### src/rtl/ps2_host_tx.sv
// rtl/ps2_host_tx.sv - PS/2 host-to-device command transmitter (open-drain pull-low requests)
// Define PS2_TX_RETRY_EN to re-send a frame once after a NACK or timeout.
module ps2_host_tx #(
  parameter int CLK_FREQ_HZ = 100000000,
  parameter int INHIBIT_US  = 100,
  parameter int TIMEOUT_US  = 15000
) (
  input  logic       clk,
  input  logic       rst,
  input  logic [7:0] tx_data,
  input  logic       tx_valid,
  output logic       tx_ready,
  output logic       tx_done,
  output logic       tx_err,
  output logic       busy,
  input  logic       ps2_clk_i,
  input  logic       ps2_data_i,
  output logic       ps2_clk_oe,
  output logic       ps2_data_oe
);
  localparam int INH_CYC = CLK_FREQ_HZ / 1000000 * INHIBIT_US;
  localparam int TO_CYC  = CLK_FREQ_HZ / 1000000 * TIMEOUT_US;
  localparam int CNT_W   = $clog2(TO_CYC + 1);
  localparam logic [CNT_W-1:0] INH_LAST = CNT_W'(INH_CYC - 1);
  localparam logic [CNT_W-1:0] TO_LAST  = CNT_W'(TO_CYC - 1);

`ifdef PS2_TX_RETRY_EN
  localparam bit RETRY_EN = 1'b1;
`else
  localparam bit RETRY_EN = 1'b0;
`endif

  typedef enum logic [2:0] {
    IDLE, INHIBIT, REQ, SHIFT, PARITY, STOP, ACK, WAIT_IDLE
  } state_t;

  state_t           state_q, state_d;
  logic [CNT_W-1:0] cnt_q, cnt_d;
  logic [2:0]       bit_idx_q, bit_idx_d;
  logic [7:0]       shift_q, shift_d;
  logic [7:0]       data_q, data_d;
  logic             parity_q, parity_d;
  logic             err_flag_q, err_flag_d;
  logic             idle_seen_q, idle_seen_d;
  logic             retry_q, retry_d;
  logic             clk_oe_q, clk_oe_d;
  logic             data_oe_q, data_oe_d;
  logic             tx_ready_q, tx_ready_d;
  logic             tx_done_q, tx_done_d;
  logic             tx_err_q, tx_err_d;
  logic             busy_q, busy_d;
  logic             clk_s1_q, clk_s2_q, clk_prev_q;
  logic             dat_s1_q, dat_s2_q;
  logic             accept, fe, in_frame, timeout, restart;

  assign accept   = tx_valid && tx_ready_q;
  assign fe       = clk_prev_q && !clk_s2_q;
  assign in_frame = (state_q == SHIFT) || (state_q == PARITY) ||
                    (state_q == STOP)  || (state_q == ACK);
  assign timeout  = in_frame && (cnt_q == TO_LAST);

  always_comb begin
    state_d     = state_q;
    cnt_d       = cnt_q;
    bit_idx_d   = bit_idx_q;
    shift_d     = shift_q;
    data_d      = data_q;
    parity_d    = parity_q;
    err_flag_d  = err_flag_q;
    idle_seen_d = idle_seen_q;
    retry_d     = retry_q;
    clk_oe_d    = clk_oe_q;
    data_oe_d   = data_oe_q;
    tx_done_d   = 1'b0;
    tx_err_d    = 1'b0;
    restart     = 1'b0;
    if (in_frame) cnt_d = cnt_q + CNT_W'(1);

    case (state_q)
      IDLE: begin
        if (accept) begin
          data_d     = tx_data;
          shift_d    = tx_data;
          parity_d   = ~^tx_data;
          err_flag_d = 1'b0;
          retry_d    = 1'b0;
          cnt_d      = '0;
          clk_oe_d   = 1'b1;
          data_oe_d  = 1'b0;
          state_d    = INHIBIT;
        end
      end
      INHIBIT: begin
        if (cnt_q == INH_LAST) begin
          data_oe_d = 1'b1;
          state_d   = REQ;
        end else begin
          cnt_d = cnt_q + CNT_W'(1);
        end
      end
      REQ: begin
        // Start bit stays driven; releasing clock hands timing to the device.
        clk_oe_d  = 1'b0;
        cnt_d     = '0;
        bit_idx_d = '0;
        state_d   = SHIFT;
      end
      SHIFT: begin
        if (fe) begin
          data_oe_d = ~shift_q[0];
          shift_d   = {1'b0, shift_q[7:1]};
          bit_idx_d = bit_idx_q + 3'd1;
          if (bit_idx_q == 3'd7) state_d = PARITY;
        end
      end
      PARITY: begin
        if (fe) begin
          data_oe_d = ~parity_q;
          state_d   = STOP;
        end
      end
      STOP: begin
        if (fe) begin
          data_oe_d = 1'b0;
          state_d   = ACK;
        end
      end
      ACK: begin
        if (fe) begin
          idle_seen_d = 1'b0;
          state_d     = WAIT_IDLE;
          if (dat_s2_q) begin
            err_flag_d = 1'b1;
            tx_err_d   = !(RETRY_EN && !retry_q);
          end
        end
      end
      WAIT_IDLE: begin
        if (clk_s2_q && dat_s2_q) begin
          idle_seen_d = 1'b1;
          if (idle_seen_q) begin
            if (!err_flag_q) begin
              tx_done_d = 1'b1;
              state_d   = IDLE;
            end else if (RETRY_EN && !retry_q) begin
              restart = 1'b1;
            end else begin
              state_d = IDLE;
            end
          end
        end else begin
          idle_seen_d = 1'b0;
        end
      end
      default: state_d = IDLE;
    endcase

    if (timeout) begin
      if (RETRY_EN && !retry_q) begin
        restart = 1'b1;
      end else begin
        clk_oe_d  = 1'b0;
        data_oe_d = 1'b0;
        tx_err_d  = 1'b1;
        state_d   = IDLE;
      end
    end

    if (restart) begin
      retry_d    = 1'b1;
      shift_d    = data_q;
      err_flag_d = 1'b0;
      cnt_d      = '0;
      clk_oe_d   = 1'b1;
      data_oe_d  = 1'b0;
      state_d    = INHIBIT;
    end

    // Ready returns one cycle after the frame's closing pulse.
    tx_ready_d = (state_q == IDLE) && (state_d == IDLE);
    busy_d     = (state_d != IDLE);
  end

  always_ff @(posedge clk or negedge rst) begin
    if (!rst) begin
      state_q     <= IDLE;
      cnt_q       <= '0;
      bit_idx_q   <= '0;
      shift_q     <= '0;
      data_q      <= '0;
      parity_q    <= 1'b0;
      err_flag_q  <= 1'b0;
      idle_seen_q <= 1'b0;
      retry_q     <= 1'b0;
      clk_oe_q    <= 1'b0;
      data_oe_q   <= 1'b0;
      tx_ready_q  <= 1'b1;
      tx_done_q   <= 1'b0;
      tx_err_q    <= 1'b0;
      busy_q      <= 1'b0;
      clk_s1_q    <= 1'b1;
      clk_s2_q    <= 1'b1;
      clk_prev_q  <= 1'b1;
      dat_s1_q    <= 1'b1;
      dat_s2_q    <= 1'b1;
    end else begin
      state_q     <= state_d;
      cnt_q       <= cnt_d;
      bit_idx_q   <= bit_idx_d;
      shift_q     <= shift_d;
      data_q      <= data_d;
      parity_q    <= parity_d;
      err_flag_q  <= err_flag_d;
      idle_seen_q <= idle_seen_d;
      retry_q     <= retry_d;
      clk_oe_q    <= clk_oe_d;
      data_oe_q   <= data_oe_d;
      tx_ready_q  <= tx_ready_d;
      tx_done_q   <= tx_done_d;
      tx_err_q    <= tx_err_d;
      busy_q      <= busy_d;
      clk_s1_q    <= ps2_clk_i;
      clk_s2_q    <= clk_s1_q;
      clk_prev_q  <= clk_s2_q;
      dat_s1_q    <= ps2_data_i;
      dat_s2_q    <= dat_s1_q;
    end
  end

  assign tx_ready    = tx_ready_q;
  assign tx_done     = tx_done_q;
  assign tx_err      = tx_err_q;
  assign busy        = busy_q;
  assign ps2_clk_oe  = clk_oe_q;
  assign ps2_data_oe = data_oe_q;
endmodule

### config.mk
export PLATFORM = sky130hd
export DESIGN_NAME = ps2_host_tx
export DESIGN_NICKNAME = d
export VERILOG_FILES = /design/src/rtl/ps2_host_tx.sv
export SDC_FILE = /design/constraint.sdc
export NUM_CORES = 1
export LEC_CHECK = 0
export CAP_MARGIN = 5
export CORE_AREA = 2 2 75 77
export DETAILED_ROUTE_END_ITERATION = 6
export DIE_AREA = 0 0 77 79
export PLACE_DENSITY_LB_ADDON = 0.15
export SKIP_CTS_REPAIR_TIMING = 1
export SLEW_MARGIN = 5
export SYNTH_ARGS = -nofsm -noshare
export SYNTH_HDL_FRONTEND = slang
export SYNTH_SLANG_ARGS = --single-unit
### constraint.sdc
create_clock -name clk -period 2.26 [get_ports clk]
set_input_delay 0.226 -clock clk [delete_from_list [all_inputs] [get_ports clk]]
set_output_delay 0.226 -clock clk [all_outputs]
set_load 0.01 [all_outputs]
==> results of run 1 <==
## cell families after synthesis
group / Yosys count / synth area share
flops: 49 / 0.4136
buf+inv: 27 / 0.04153
fa+ha+maj: 3 / 0.01259
compound gates: 91 / 0.2219
simple gates: 124 / 0.2450
mux: 9 / 0.03104
xor+xnor: 10 / 0.03440
## per-layer routing
layer,part of all wire,global-route usage
met1,0.46,0.3529
met3,0.051,0.03636
met5,0,0
met2,0.47,0.3868
met4,0.015,0.08571
## state kept, by name, indices dropped and copies added, names as in the netlist
signal,cells
cnt_q,21
shift_q,8
bit_idx_q,3
state_q,3
busy,1
clk_prev_q,1
clk_s1_q,1
clk_s2_q,1
dat_s1_q,1
dat_s2_q,1
err_flag_q,1
idle_seen_q,1
parity_q,1
ps2_clk_oe,1
ps2_data_oe,1
tx_done,1
tx_err,1
tx_ready,1
## power by group
group          switching (W)  total [W]  leakage, nW  internal [W]
Sequential          0.000180    0.00126        0.622       0.00108
Combinational       0.000686    0.00124        0.720      0.000555
Clock               0.000309   0.000558       0.0512      0.000249
## synth_stat cells, drive strengths merged, types with 3 or more instances
cell,n,area share
nor2,23,0.029
nand3,16,0.027
nor4,8,0.023
a211o,4,0.012
o21ai,29,0.052
inv,9,0.011
buf,9,0.018
o211ai,8,0.022
xnor2,10,0.034
dfstp,6,0.053
mux2i,7,0.023
a31oi,5,0.016
nand2b,3,0.0063
nor3,12,0.024
dfrtp,43,0.36
a21oi,19,0.032
nor4b,3,0.013
or3,7,0.015
ha,3,0.013
nand2,27,0.035
clkbuf,9,0.012
nand4,12,0.035
## layout make-up
| class | count | share of cell area |
|---|---|---|
| Clock buffer | 6 | 0.02382 |
| Clock inverter | 2 | 0.003970 |
| Inverter | 9 | 0.009744 |
| Multi-Input combinational cell | 237 | 0.4717 |
| Sequential cell | 49 | 0.3558 |
| Tap cell | 72 | 0.02598 |
| Timing Repair Buffer | 43 | 0.1090 |
## through the flow
step	cells	hold WS (ps)	area (um^2)
3_5_place_dp	409	259.2	3351
2_1_floorplan	313	-69.59	2983
3_3_place_gp	409	257.3	3351
5_1_grt	418	306.7	3467
6_report	418	310.0	3467
4_1_cts	417	-81.27	3447
## worst max path at each step
| stage | from | to | slack (ps) | cells after the start |
|---|---|---|---|---|
| 3_5_place_dp | cnt_q[0] | ps2_data_oe | 70 | 6 |
| 4_1_cts | cnt_q[0] | ps2_data_oe | 50 | 6 |
| 5_1_grt | cnt_q[0] | ps2_data_oe | 10 | 6 |
| 3_3_place_gp | cnt_q[0] | ps2_data_oe | 150 | 6 |
| 2_1_floorplan | cnt_q[0] | cnt_q[5] | 280 | 7 |
| 6_report | cnt_q[0] | busy | 130 | 6 |
## worst reg2reg max path: stages (launching register included)
cell      delay (ps)
dfrtp_1          420
ha_2             240
and3_1           230
and4b_2          350
a31o_2           330
a221oi_2         100
or3_1            350
## placed cells by master, fill, tap and decap left out, types with 3 or more instances in the layout
master            n
nand3_1          16
nand2_1          26
inv_1             9
a31oi_1           4
mux2i_1           7
dfstp_2           6
clkdlybuf4s50_1  17
o21ai_1           6
nor2_1           23
buf_4            23
dfrtp_1          43
nor4_2            3
nor3_1           11
o211ai_1          7
o21ai_0          22
nand2b_1          3
nor4_1            5
or3_1             7
a21oi_1          19
a211o_1           4
clkbuf_8          6
xnor2_1           8
nand4_1          10
==> results.json, run 1 <==
{
  "holdPathEnd": "clk_s1_q",
  "drv_slew": 0,
  "fin_worst_skew_ps": 11.72,
  "ys_seq_area_frac": 0.4136,
  "crit_family": "simple AND/OR/NAND/NOR gates",
  "root_buffer": "clkbuf_8",
  "critPathCaptureType": "flip-flop",
  "drt-initial-drc-count": 182,
  "multiInputGateArea_um2": 1635,
  "slowest_delay_ps": 420,
  "drive_gt1_frac": 0.1908,
  "cts_tree": "done",
  "async_flop_share": 1.000,
  "antenna_found_initial": 0,
  "total_power_w": 0.003058,
  "syn-num-nets": 329,
  "critPathSlowestCell": "dfrtp_1",
  "maxCapViolations": 0,
  "worstHoldPathCells": 1,
  "core_um2": 5338,
  "initial_utilization": 0.5588,
  "fin_nets": 361,
  "firstDrtPassIters": 4,
  "ctsLongestPathBuffers": 2,
  "cts_made_buffers": 5,
  "grt_start_max_net_pins": 26,
  "routed_via_density": 6.074,
  "routedWlPerCell_um": 16.70,
  "cp-start-kind": "flip-flop",
  "die-area_um2": 6083,
  "post-route-period-util": 0.9445,
  "io_buffers": 18,
  "die_y_um": 79,
  "synthFlopType": "dfrtp_1",
  "cts.sinks": 49,
  "dp.final_hpwl_um": 4927,
  "critPathMaxFanout": 7,
  "area_growth_pct": 16.23,
  "place_congestion": 0.8696,
  "seq_area_um2": 1234,
  "grt_pass1_wl_um": 11810,
  "fin_tns_setup_ps": 0,
  "ys_types": 67,
  "max-slew-margin-rel": 0.3705,
  "crit_chain": "ha_2 -> and3_1 -> and4b_2 -> a31o_2 -> a221oi_2 -> or3_1",
  "n_antenna_cell": 0,
  "worst_slack_ps": 125.3,
  "final.fill_count": 455,
  "min-delay-start": "ps2_clk_i",
  "synth-edff-count": 0,
  "syn_inst": 313,
  "reg2reg_to": "busy",
  "vias": 2539,
  "grt_pass1_vias": 2428,
  "syn_avg_cell_area_um2": 9.530,
  "p_leak_nw": 1.394,
  "fmax_ghz": 0.4685,
  "utilization": 0.6496,
  "hp-class": "in2reg",
  "path_buf_inv": 0,
  "yosys_register_bits": 49,
  "power.density_nw_per_um2": 882.1,
  "wl_um": 6982,
  "grt_usage": 0.2467,
  "setup_viol": 0,
  "reg2reg_slack_ps": 130,
  "mappedNetlistArea_um2": 2983,
  "clkTransAtPathRegs_ps": 100,
  "reg2regPathDepth": 6,
  "yosysWarnings": 0,
  "postRouteAntennaNets": 0,
  "run_status": "finished clean",
  "htreeDepth": 2,
  "worst_pin_slew_ps": 937.1,
  "cp.required_ps": 2450,
  "ir_worst_vdd_v": 0.0003927,
  "r2r_start": "cnt_q[0]",
  "io_pins": 19,
  "hold_viol": 0,
  "clk_latency_ps": 310,
  "rsz0062_at_grt": "false",
  "arrival_ps": 2320,
  "dp_slack_ps": 69.62,
  "grt_overflow_total": 0,
  "worstSetupPathType": "reg2reg",
  "fin_crit_ps": 2135,
  "die_w_um": 77,
  "drc": 0,
  "rows": 27
}
(Power assumes the default switching activity.)
==> run 2, diff against run 1 <==
CORE_AREA = 2 2 78 80   (was 2 2 75 77)
DIE_AREA = 0 0 80 82   (was 0 0 77 79)
SKIP_CTS_REPAIR_TIMING = default   (was 1)
clock period = 1.9 ns   (was 2.26 ns; I/O delays follow)
==> run 2 against run 1 <==
Clock skew decreased by 5.1 ps. Die area increased by 7.8%. Sequential share of layout area decreased by 5.0 points. Largest power group is now combinational cells. Cell count increased by 12%. Maximum frequency increased by 7.5%. The flow now finishes with violations (negative setup slack). Wire length increased by 15%.
==> results.json, run 2 (synthesized netlist as in run 1, its figures left out) <==
{
  "run_status": "finished with violations",
  "violations": "negative setup slack",
  "hold_viol": 0,
  "cts.sinks": 49,
  "slowest_delay_ps": 420,
  "cp.required_ps": 2090,
  "utilization": 0.7051,
  "antenna_found_initial": 0,
  "design_area_um2": 4051,
  "dp.final_hpwl_um": 5828,
  "top_register": "cnt_q",
  "grt_overflow_total": 0,
  "ctsLongestPathBuffers": 2,
  "rsz0062_at_grt": "true",
  "drc": 0,
  "worstSetupPathType": "reg2reg",
  "reg2reg_slack_ps": -80,
  "p_leak_nw": 1.712,
  "io_pins": 19,
  "final_cell_count_no_fill": 468,
  "vias": 2814,
  "rows": 28,
  "power.density_nw_per_um2": 1075,
  "max-slew-margin-rel": 0.3098,
  "die_w_um": 80,
  "arrival_ps": 2180,
  "place_congestion": 0.8856,
  "grt_pass1_vias": 2734,
  "routed_via_density": 6.013,
  "critPathCaptureType": "flip-flop",
  "die_y_um": 82,
  "post-route-period-util": 1.045,
  "clk_latency_ps": 300,
  "fmax_ghz": 0.5038,
  "area_growth_pct": 35.82,
  "worstHoldPathCells": 1,
  "fin_nets": 408,
  "setup_viol": 5,
  "crit_chain": "nor4b_2 -> and4b_1 -> buf_6 -> a31oi_4 -> nor4_4 -> mux2_4",
  "n_antenna_cell": 0,
  "ir_worst_vdd_v": 0.0006441,
  "final_common_cell": "buf_4",
  "dp_cells": 453,
  "top_regs": "cnt_q: 21 flops, shift_q: 8 flops",
  "dpl_cell_area_um2": 3704,
  "drt-initial-drc-count": 186,
  "min-delay-start": "ps2_data_i",
  "drive_gt1_frac": 0.3410,
  "whs_ps": 288.2,
  "final_cell_mix": "buf_4 (61), dfrtp_1 (40), nand2_1 (26)",
  "fin_crit_ps": 1985,
  "grt_usage": 0.2569,
  "cts_tree": "done",
  "htreeDepth": 2,
  "core_um2": 5746,
  "worst_pin_slew_ps": 1027,
  "maxCapViolations": 0,
  "r2r_start": "cnt_q[19]",
  "reg2reg_to": "ps2_data_oe",
  "initial_utilization": 0.5192,
  "fin_worst_skew_ps": 6.616,
  "postRouteAntennaNets": 0,
  "grt_pass1_wl_um": 13180,
  "reg2regPathDepth": 6,
  "grt_start_max_net_pins": 30,
  "critPathMaxFanout": 7,
  "dp_slack_ps": -99.64,
  "hp-class": "in2reg",
  "root_buffer": "clkbuf_8",
  "cp-start-kind": "flip-flop",
  "io_buffers": 18,
  "largest_reg_flops": 21,
  "cts_made_buffers": 5,
  "wl_um": 8064,
  "holdPathEnd": "dat_s1_q",
  "die-area_um2": 6560,
  "firstDrtPassIters": 5,
  "worst_slack_ps": -84.88,
  "routedWlPerCell_um": 17.23,
  "critPathSlowestCell": "dfrtp_1",
  "clkTransAtPathRegs_ps": 100,
  "drv_slew": 0
}
run 2: cell count changes in the layout (fill, tap and decap cells not counted), moves of 3 or more:
cell	change
a21oi_1	-3
buf_4	+38
o21ai_1	+7
a21oi_2	+3
nand3_1	-6
nand3_2	+6
dfrtp_2	+3
dfrtp_1	-3
o21ai_0	-7
buf_6	+8
run 2: cell type report:
type	count	area (um^2)
sequential	49	1237
timing repair buffer	90	773.2
clock inverter	3	65.06
inverter	9	33.78
fill	465	1694
tap	75	93.84
clock buffer	5	68.82
multi-input combinational	237	1779
run 2: stage by stage:
step / TNS [ps] / total power (W)
floorplan: -13.44 / 0.002414
detailed placement: -632.1 / 0.003250
global route: -1066 / 0.004581
global placement: -315.8 / 0.003209
finish: -231.3 / 0.004355
CTS: -227.6 / 0.004154
run 2: worst max path at each step:
stage	slack, ps	depth (start not counted)	start	endpoint
after global placement	-140	6	cnt_q[19]	ps2_data_oe
final	-80	6	cnt_q[19]	ps2_data_oe
after CTS	-90	6	cnt_q[19]	ps2_data_oe
after detailed placement	-100	6	cnt_q[19]	ps2_data_oe
after global routing	-170	6	cnt_q[19]	ps2_data_oe
after floorplan	-10	6	cnt_q[19]	ps2_data_oe
run 2: per-layer routing:
metal / global-route usage / routed length, um / vias up
met2: 0.4525 / 4177 / 89
met4: 0.07119 / 97 / 0
met3: 0.04176 / 303 / 12
met1: 0.3275 / 3485 / 1376
li1: - / - / 1337
met5: 0 / 0 / -
run 2: timing repair:
item,in CTS,in global routing
resized for setup,6,35
hold endpoints to repair,20,0
setup buffers,0,8
hold buffers,1,0
pin swaps,2,19
endpoints found under the setup margin,9,29
run 2: power by group:
group / leakage (nW) / switching, W / internal, W
clock network: 0.0681 / 0.000370 / 0.000523
logic: 1.03 / 0.000993 / 0.00100
registers: 0.618 / 0.000182 / 0.00129
run 2: worst max-delay path: cells and delay by family, from the launching register on:
| kind | cells | cell delay [ps] |
|---|---|---|
| muxes | 1 | 320 |
| DFF | 1 | 420 |
| and+or+nand+nor | 3 | 900 |
| buffers and inverters | 1 | 140 |
| AOI/OAI and AO/OA | 1 | 100 |
